File: config.mk
export PLATFORM = sky130hd
export DESIGN_NAME = uartb_core_flat
export DESIGN_NICKNAME = d
export VERILOG_FILES = /design/src/rtl/uartb_core_if.sv /design/src/rtl/uartb_core.sv /design/src/flat_wrapper.sv
export SDC_FILE = /design/constraint.sdc
export NUM_CORES = 1
export LEC_CHECK = 0
export CORE_MARGIN = 2
export CORE_UTILIZATION = 39
export CTS_CLUSTER_SIZE = 10
export DETAILED_ROUTE_END_ITERATION = 12
export REMOVE_ABC_BUFFERS = 1
export SYNTH_ARGS = -nofsm -noshare
export SYNTH_HDL_FRONTEND = slang
export SYNTH_SLANG_ARGS = --single-unit
export TNS_END_PERCENT = 50
File: constraint.sdc
create_clock -name clk -period 14.9 [get_ports clk]
set_input_delay 2.98 -clock clk [delete_from_list [all_inputs] [get_ports clk]]
set_output_delay 2.98 -clock clk [all_outputs]
set_load 0.05 [all_outputs]
File: src/rtl/uartb_core_if.sv
// Register-bus and serial-line bundle for uartb_core.
// master = CPU/line side driving the core; slave = the core itself.
interface uartb_core_if;
  logic [31:0] d;
  logic        wrtx;
  logic        wrbaud;
  logic        rd;
  logic        rxd;
  logic        txd;
  logic [7:0]  q;
  logic        dv;
  logic        ovr;
  logic        ferr;
  logic        busy;
  logic        mode;

  modport master (
    output d, wrtx, wrbaud, rd, rxd,
    input  txd, q, dv, ovr, ferr, busy, mode
  );

  modport slave (
    input  d, wrtx, wrbaud, rd, rxd,
    output txd, q, dv, ovr, ferr, busy, mode
  );
endinterface

File: src/rtl/uartb_core.sv
// Full-duplex 8N1 UART with programmable divisor and a 4-byte transmit burst mode.
// One baud counter per direction; bit period is divisor+1 clocks.
module uartb_core #(
  parameter int unsigned DIV_W   = 16,
  parameter int unsigned DIV_RST = 7
) (
  input logic         clk,
  input logic         rst,
  uartb_core_if.slave bus
);

  typedef enum logic [1:0] {TX_IDLE, TX_START, TX_DATA, TX_STOP} tx_state_t;
  typedef enum logic [2:0] {RX_IDLE, RX_START, RX_DATA, RX_STOP, RX_WAIT} rx_state_t;

  logic [DIV_W-1:0] div_q, div_d;
  logic             mode_q, mode_d;

  tx_state_t        tx_st_q, tx_st_d;
  logic [31:0]      thr_q, thr_d;
  logic             thr_mode_q, thr_mode_d;
  logic             thr_full_q, thr_full_d;
  logic [31:0]      sh_q, sh_d;
  logic             burst_q, burst_d;
  logic [1:0]       byte_q, byte_d;
  logic [2:0]       bit_q, bit_d;
  logic [DIV_W-1:0] tcnt_q, tcnt_d;
  logic             txd_q, txd_d;
  logic             load;

  rx_state_t        rx_st_q, rx_st_d;
  logic             sync1_q, sync2_q, rx_prev_q;
  logic [DIV_W-1:0] rcnt_q, rcnt_d;
  logic [2:0]       rbit_q, rbit_d;
  logic [7:0]       rsr_q, rsr_d;
  logic [7:0]       q_q, q_d;
  logic             dv_q, dv_d, ovr_q, ovr_d, ferr_q, ferr_d;

  always_comb begin
    div_d      = div_q;
    mode_d     = mode_q;
    tx_st_d    = tx_st_q;
    thr_d      = thr_q;
    thr_mode_d = thr_mode_q;
    thr_full_d = thr_full_q;
    sh_d       = sh_q;
    burst_d    = burst_q;
    byte_d     = byte_q;
    bit_d      = bit_q;
    tcnt_d     = tcnt_q;
    txd_d      = txd_q;
    load       = 1'b0;

    if (bus.wrbaud) begin
      mode_d = bus.d[31];
      div_d  = bus.d[DIV_W-1:0];
    end

    // The shifter is consumed LSB first across all bytes, so after each
    // byte the next burst byte already sits in sh_q[7:0].
    case (tx_st_q)
      TX_IDLE: begin
        txd_d = 1'b1;
        if (thr_full_q) load = 1'b1;
      end
      TX_START: begin
        if (tcnt_q == '0) begin
          tcnt_d  = div_q;
          txd_d   = sh_q[0];
          sh_d    = sh_q >> 1;
          bit_d   = '0;
          tx_st_d = TX_DATA;
        end else begin
          tcnt_d = tcnt_q - DIV_W'(1);
        end
      end
      TX_DATA: begin
        if (tcnt_q == '0) begin
          tcnt_d = div_q;
          if (bit_q == 3'd7) begin
            txd_d   = 1'b1;
            tx_st_d = TX_STOP;
          end else begin
            txd_d = sh_q[0];
            sh_d  = sh_q >> 1;
            bit_d = bit_q + 3'd1;
          end
        end else begin
          tcnt_d = tcnt_q - DIV_W'(1);
        end
      end
      TX_STOP: begin
        if (tcnt_q == '0) begin
          if (burst_q && byte_q != 2'd3) begin
            byte_d  = byte_q + 2'd1;
            tcnt_d  = div_q;
            txd_d   = 1'b0;
            tx_st_d = TX_START;
          end else if (thr_full_q) begin
            load = 1'b1;
          end else begin
            txd_d   = 1'b1;
            tx_st_d = TX_IDLE;
          end
        end else begin
          tcnt_d = tcnt_q - DIV_W'(1);
        end
      end
      default: tx_st_d = TX_IDLE;
    endcase

    if (load) begin
      sh_d       = thr_q;
      burst_d    = thr_mode_q;
      byte_d     = '0;
      tcnt_d     = div_q;
      txd_d      = 1'b0;
      tx_st_d    = TX_START;
      thr_full_d = 1'b0;
    end

    // A write on the transfer edge refills the THR that was just emptied.
    if (bus.wrtx) begin
      thr_d      = bus.d;
      thr_mode_d = mode_q;
      thr_full_d = 1'b1;
    end
  end

  always_comb begin
    rx_st_d = rx_st_q;
    rcnt_d  = rcnt_q;
    rbit_d  = rbit_q;
    rsr_d   = rsr_q;
    q_d     = q_q;
    dv_d    = dv_q;
    ovr_d   = ovr_q;
    ferr_d  = ferr_q;

    if (bus.rd) begin
      dv_d  = 1'b0;
      ovr_d = 1'b0;
    end

    case (rx_st_q)
      RX_IDLE: begin
        if (rx_prev_q && !sync2_q) begin
          rcnt_d  = div_q >> 1;
          rx_st_d = RX_START;
        end
      end
      RX_START: begin
        if (rcnt_q == '0) begin
          if (sync2_q) begin
            rx_st_d = RX_IDLE;
          end else begin
            rcnt_d  = div_q;
            rbit_d  = '0;
            rx_st_d = RX_DATA;
          end
        end else begin
          rcnt_d = rcnt_q - DIV_W'(1);
        end
      end
      RX_DATA: begin
        if (rcnt_q == '0) begin
          rsr_d  = {sync2_q, rsr_q[7:1]};
          rcnt_d = div_q;
          if (rbit_q == 3'd7) rx_st_d = RX_STOP;
          else                rbit_d  = rbit_q + 3'd1;
        end else begin
          rcnt_d = rcnt_q - DIV_W'(1);
        end
      end
      RX_STOP: begin
        if (rcnt_q == '0) begin
          if (sync2_q) begin
            q_d    = rsr_q;
            dv_d   = 1'b1;
            ferr_d = 1'b0;
            ovr_d  = (ovr_q | dv_q) & ~bus.rd;
          end else begin
            ferr_d = 1'b1;
          end
          rx_st_d = RX_WAIT;
        end else begin
          rcnt_d = rcnt_q - DIV_W'(1);
        end
      end
      RX_WAIT: begin
        if (sync2_q) rx_st_d = RX_IDLE;
      end
      default: rx_st_d = RX_IDLE;
    endcase
  end

  always_ff @(posedge clk or posedge rst) begin
    if (rst) begin
      div_q      <= DIV_W'(DIV_RST);
      mode_q     <= 1'b0;
      tx_st_q    <= TX_IDLE;
      thr_q      <= '0;
      thr_mode_q <= 1'b0;
      thr_full_q <= 1'b0;
      sh_q       <= '0;
      burst_q    <= 1'b0;
      byte_q     <= '0;
      bit_q      <= '0;
      tcnt_q     <= '0;
      txd_q      <= 1'b1;
      rx_st_q    <= RX_IDLE;
      sync1_q    <= 1'b1;
      sync2_q    <= 1'b1;
      rx_prev_q  <= 1'b1;
      rcnt_q     <= '0;
      rbit_q     <= '0;
      rsr_q      <= '0;
      q_q        <= '0;
      dv_q       <= 1'b0;
      ovr_q      <= 1'b0;
      ferr_q     <= 1'b0;
    end else begin
      div_q      <= div_d;
      mode_q     <= mode_d;
      tx_st_q    <= tx_st_d;
      thr_q      <= thr_d;
      thr_mode_q <= thr_mode_d;
      thr_full_q <= thr_full_d;
      sh_q       <= sh_d;
      burst_q    <= burst_d;
      byte_q     <= byte_d;
      bit_q      <= bit_d;
      tcnt_q     <= tcnt_d;
      txd_q      <= txd_d;
      rx_st_q    <= rx_st_d;
      sync1_q    <= bus.rxd;
      sync2_q    <= sync1_q;
      rx_prev_q  <= sync2_q;
      rcnt_q     <= rcnt_d;
      rbit_q     <= rbit_d;
      rsr_q      <= rsr_d;
      q_q        <= q_d;
      dv_q       <= dv_d;
      ovr_q      <= ovr_d;
      ferr_q     <= ferr_d;
    end
  end

  assign bus.txd  = txd_q;
  assign bus.q    = q_q;
  assign bus.dv   = dv_q;
  assign bus.ovr  = ovr_q;
  assign bus.ferr = ferr_q;
  assign bus.busy = (tx_st_q != TX_IDLE) | thr_full_q;
  assign bus.mode = mode_q;

endmodule

File: src/flat_wrapper.sv
// flat-port wrapper written by rule: the top's interface ports become plain ports
module uartb_core_flat 
#(
  parameter int unsigned DIV_W   = 16,
  parameter int unsigned DIV_RST = 7
)
  (clk, rst, bus_d, bus_wrtx, bus_wrbaud, bus_rd, bus_rxd, bus_txd, bus_q, bus_dv, bus_ovr, bus_ferr, bus_busy, bus_mode);
  uartb_core_if bus_i ();
  input logic clk;
  input logic rst;
  input wire logic [$bits(bus_i.d)-1:0] bus_d;
  input wire logic [$bits(bus_i.wrtx)-1:0] bus_wrtx;
  input wire logic [$bits(bus_i.wrbaud)-1:0] bus_wrbaud;
  input wire logic [$bits(bus_i.rd)-1:0] bus_rd;
  input wire logic [$bits(bus_i.rxd)-1:0] bus_rxd;
  output wire logic [$bits(bus_i.txd)-1:0] bus_txd;
  output wire logic [$bits(bus_i.q)-1:0] bus_q;
  output wire logic [$bits(bus_i.dv)-1:0] bus_dv;
  output wire logic [$bits(bus_i.ovr)-1:0] bus_ovr;
  output wire logic [$bits(bus_i.ferr)-1:0] bus_ferr;
  output wire logic [$bits(bus_i.busy)-1:0] bus_busy;
  output wire logic [$bits(bus_i.mode)-1:0] bus_mode;
  assign bus_i.d = bus_d;
  assign bus_i.wrtx = bus_wrtx;
  assign bus_i.wrbaud = bus_wrbaud;
  assign bus_i.rd = bus_rd;
  assign bus_i.rxd = bus_rxd;
  assign bus_txd = bus_i.txd;
  assign bus_q = bus_i.q;
  assign bus_dv = bus_i.dv;
  assign bus_ovr = bus_i.ovr;
  assign bus_ferr = bus_i.ferr;
  assign bus_busy = bus_i.busy;
  assign bus_mode = bus_i.mode;
  uartb_core #(.DIV_W(DIV_W), .DIV_RST(DIV_RST)) u_core (.clk(clk), .rst(rst), .bus(bus_i));
endmodule
[Word level (Yosys, flattened, before mapping)]
Index checks and enable logic that the tools add are counted.
Storage, ports and cells
  register bits: 152
  logic and storage cells: 161
  bits of input ports: 38
  output and inout port bits: 14
Operators by class
  reductions and logical operators: 31
  bitwise logic cells: 4
  equal/unequal tests: 30
  multiplexer cells: 68
  add/sub/neg operators: 5
Operator list (number)
  2-to-1 mux 16 bit: 9
  2-to-1 mux 32 bit: 4
  case mux 16 bit (4 select lines): 1
  case mux 32 bit (2 select lines): 1
  2-to-1 mux 3 bit: 13
  zero test 16 bit: 2
  case mux 16 bit (2 select lines): 1
  subtractor 16 x 1 -> 16 bit (second input constant): 2
  2-to-1 mux 2 bit: 12
  2-to-1 mux 1 bit: 21
  != test 2 x 1 -> 1 bit (second input constant): 8
  AND reduction 4 bit: 4
  case mux 3 bit (5 select lines): 1
  nonzero test 2 bit: 7
  != test 3 x 1 -> 1 bit (second input constant): 4
  case mux 3 bit (2 select lines): 2
  AND reduction 6 bit: 2
  != test 2 bit (second input constant): 5
  == test 3 bit (second input constant): 3
  nonzero test 4 bit: 2
  adder 3 x 1 -> 3 bit (second input constant): 2
  == test 3 x 2 -> 1 bit (second input constant): 2
  case mux 2 bit (3 select lines): 1
  AND reduction 2 bit: 3
  other kinds (21): 26

[Logic depth before layout (Yosys ltp)]
  word-level depth: 7
  mapped depth: 10
  depth with buffers taken out: 8

[Worst setup path before layout]
No wires, ideal clock.
  kind: register -> output
  start: register u_core.tx_st_q[0]
  end: output bus_busy
  cell stages (with the launch flop): 5
  path buffers: 1
  data required time: 11920 ps
  arrival time: 1208 ps
  setup slack: 10712 ps
  path through: dfrtp_1 -> inv_1 -> ha_1 -> clkbuf_1 -> nand2_1
Between the ends
  cells in the longest elaborated chain, start to end: 2
RTL lines
  start, declared: RTL line uartb_core.sv:18  | tx_state_t tx_st_q, tx_st_d;
  start signal, assigned: RTL line uartb_core.sv:224  | tx_st_q <= tx_st_d;
  nonzero test 2 bit: RTL line uartb_core.sv:253  | assign bus.busy = (tx_st_q != TX_IDLE) | thr_full_q;
  OR 1 bit: RTL line uartb_core.sv:253
  end, declared: RTL line flat_wrapper.sv:21  | output wire logic [$bits(bus_i.busy)-1:0] bus_busy;
Every way passes these cells.

[Worst setup path after layout]
  start: register u_core.tx_st_q[1]
  end: output bus_busy
Same word-level chain as after synthesis.

==> impl_metrics.ini <==
[floorplan]
die_w_um = 140
coreArea_sq_mm = 0.0181
die_area_sq_mm = 0.0197
start_util = 0.400
die-height_um = 140
num_rows = 49
io-pin-count = 52

[worst_setup_path]
cp.depth = 4
crit_end = bus_busy
r2r_cells = 8
crit_path_top_delay_cell = clkdlybuf4s50_1
path_cells = inv_1 > ha_1 > nand2_1 > clkdlybuf4s50_1
timing.rr.end = u_core.tcnt_q[9]
cp_max_fo = 10
cpPeakStageDelay_ns = 0.80
crit_required_ns = 11.92
cp.arrival_ns = 2.18
crit_type = flip-flop to output pin
crit_start = u_core.tx_st_q[1]
worstSetupStartpointType = flip-flop
timing.rr.start = u_core.tcnt_q[0]
rrSetupSlack_ns = 11.62
crit_family = buffers and inverters
path_buf_inv = 2
critPathCaptureType = output pin

[logic_synthesis]
netlist_area_sq_mm = 0.00724
synth_top_family_by_area = compound AO/OA/AOI/OAI gates
synth_area_leader_cell = dfrtp_1
ys_warn_count = 0
netlist_instances = 681
synth-adder-area-share = 0.0225
synth_edf_count = 0
ys_seq_area_frac = 0.527
avgSynthCellArea_sq_um = 10.6
synthXorXnorAreaFrac = 0
synth_top_area_share = 0.501
synthFlopType = dfrtp_1
synthMuxAreaShare = 0.116
async_reset_ff_frac = 1.00
synth-simple-area-share = 0.106
synth_compound_area_frac = 0.185
netlist_top_cells_area = dfrtp_1 50%, mux2_2 12%, o21ai_0 5.9%
yosys_register_bits = 152
netlist-cell-type-count = 55

[global_route]
grtUsageMet1 = 0.234
grt-ovfl-total = 0
busiest_layer = met2
met3_usage = 0.0345
grt_pass1_vias = 5286
grt_use_total = 0.170
antenna_found_initial = 0
grt_max_degree = 84
grtUsageMet2 = 0.265
grt_pass1_wl_um = 27000

[clocking]
cts.sinks = 152
numCtsBuffers = 17
clockBufferDepth = 2
cts_root_buffer = clkbuf_16
cts_setup_buffers = 0
clkTransAtPathRegs_ns = 0.06
insertion_delay_ns = 0.42
cts_tree = yes
cts.repair.resized = 0
hold_buffers = 0
htree_levels = 4

[pwr]
p_per_area_mw_per_mm2 = 188
irDropWorstVdd_v = 0.0000934
p_leak_nw = 3.63

[layout]
drive_gt1_frac = 0.184
final_common_cell = dfrtp_1
antenna_cells = 0
utilization = 0.471
nets = 773
syn_to_final_growth_pct = 17.6
layout_common_cells = 145 x dfrtp_1, 85 x o21ai_0, 74 x mux2_2

[timing]
worst_pin_slew_ns = 1.02
hold_violations = 0
final_max_slew_viol_count = 0
finalCriticalPeriod_ns = 5.16
rsz0062_at_grt = false
fin_skew_ns = 0.00865
setup_tns_ns = 0
finalSetupViolCount = 0
timing.final.crit_share = 0.346
fmax_ghz = 0.194
slew_headroom = 0.323

[detailed_routing]
routed_wl_um = 15900
first_iter_violations = 515
via_per_inst = 5.61
vias = 5404
routedWlPerCell_um = 16.5
ant_nets = 0
drc = 0
drt_pre_antenna_iters = 5

[placed_design]
hpwlAfterDp_um = 10700
io_buffers = 51
place_congestion = 0.821

[run]
drv_cap = 0

[worst_hold_path]
hold_class = flip-flop to flip-flop

[run_status]
status = finished clean
[cell type report]
class / count / area, sq um
fill: 1610 / 9580
sequential: 152 / 3810
multi-input combinational: 448 / 3120
timing repair buffer: 58 / 563
clock buffer: 19 / 443
tap: 229 / 287
inverter: 45 / 174
clock inverter: 13 / 114
[synthesized netlist by cell type, types with 7 or more instances]
| master | instances |
|---|---|
| dfrtp_1 | 145 |
| o21ai_0 | 85 |
| mux2_2 | 74 |
| inv_1 | 45 |
| a22oi_1 | 43 |
| nor2_1 | 41 |
| nand2_1 | 38 |
| clkbuf_1 | 23 |
| nor3_1 | 20 |
| a22o_1 | 19 |
| a21oi_1 | 16 |
| nand3_1 | 16 |
| ha_1 | 13 |
| buf_2 | 7 |
| dfstp_2 | 7 |
| o31ai_1 | 7 |
[where the power goes]
| part | internal, W | leakage, nW | switching (W) | total (W) |
|---|---|---|---|---|
| Combinational | 0.000236 | 1.49 | 0.000343 | 0.000579 |
| Sequential | 0.000525 | 1.88 | 0.0000917 | 0.000617 |
| Clock | 0.000222 | 0.261 | 0.000182 | 0.000404 |
[metal layers]
metal,vias up,share of wire,wire length [um]
met4,0,0.028,448
li1,2560,-,-
met2,112,0.47,7480
met1,2703,0.47,7480
met3,29,0.032,509
met5,-,0,0
[flip-flops by register name, summed over array words and instances, names as in the netlist, 2 cells and up]
| signal | cells |
|---|---|
| u_core.bit_q | 3 |
| u_core.bus.q | 8 |
| u_core.byte_q | 2 |
| u_core.div_q | 16 |
| u_core.rbit_q | 3 |
| u_core.rcnt_q | 16 |
| u_core.rsr_q | 8 |
| u_core.rx_st_q | 3 |
| u_core.sh_q | 32 |
| u_core.tcnt_q | 16 |
| u_core.thr_q | 32 |
| u_core.tx_st_q | 2 |
[worst min path at each step]
stage,endpoint,from,slack [ns],cells past startpoint
after global placement,u_core.sync2_q,u_core.sync1_q,0.35,0
after CTS,u_core.sync2_q,u_core.sync1_q,0.36,0
after detailed placement,u_core.sync2_q,u_core.sync1_q,0.35,0
after global routing,u_core.sync2_q,u_core.sync1_q,0.36,0
after floorplan,u_core.sync2_q,u_core.sync1_q,0.35,0
final,u_core.sync2_q,u_core.sync1_q,0.36,0
[per-stage QoR]
step	std cells	setup slack [ns]	area [sq um]	total power, W	hold slack (ns)
finish	964	9.74	8510	0.00160	0.357
global route	964	9.63	8510	0.00172	0.361
CTS	964	9.72	8510	0.00161	0.359
detailed placement	932	9.84	7950	0.00120	0.350
global placement	932	9.89	7950	0.00118	0.347
floorplan	645	7.84	7090	0.00103	0.345
[cells by family after synthesis]
family | after synthesis
buf+inv | 81
compound gates | 204
fa+ha+maj | 13
mux | 75
simple gates | 156
flops | 152
Note: power is estimated with default switching activity, not from simulation.
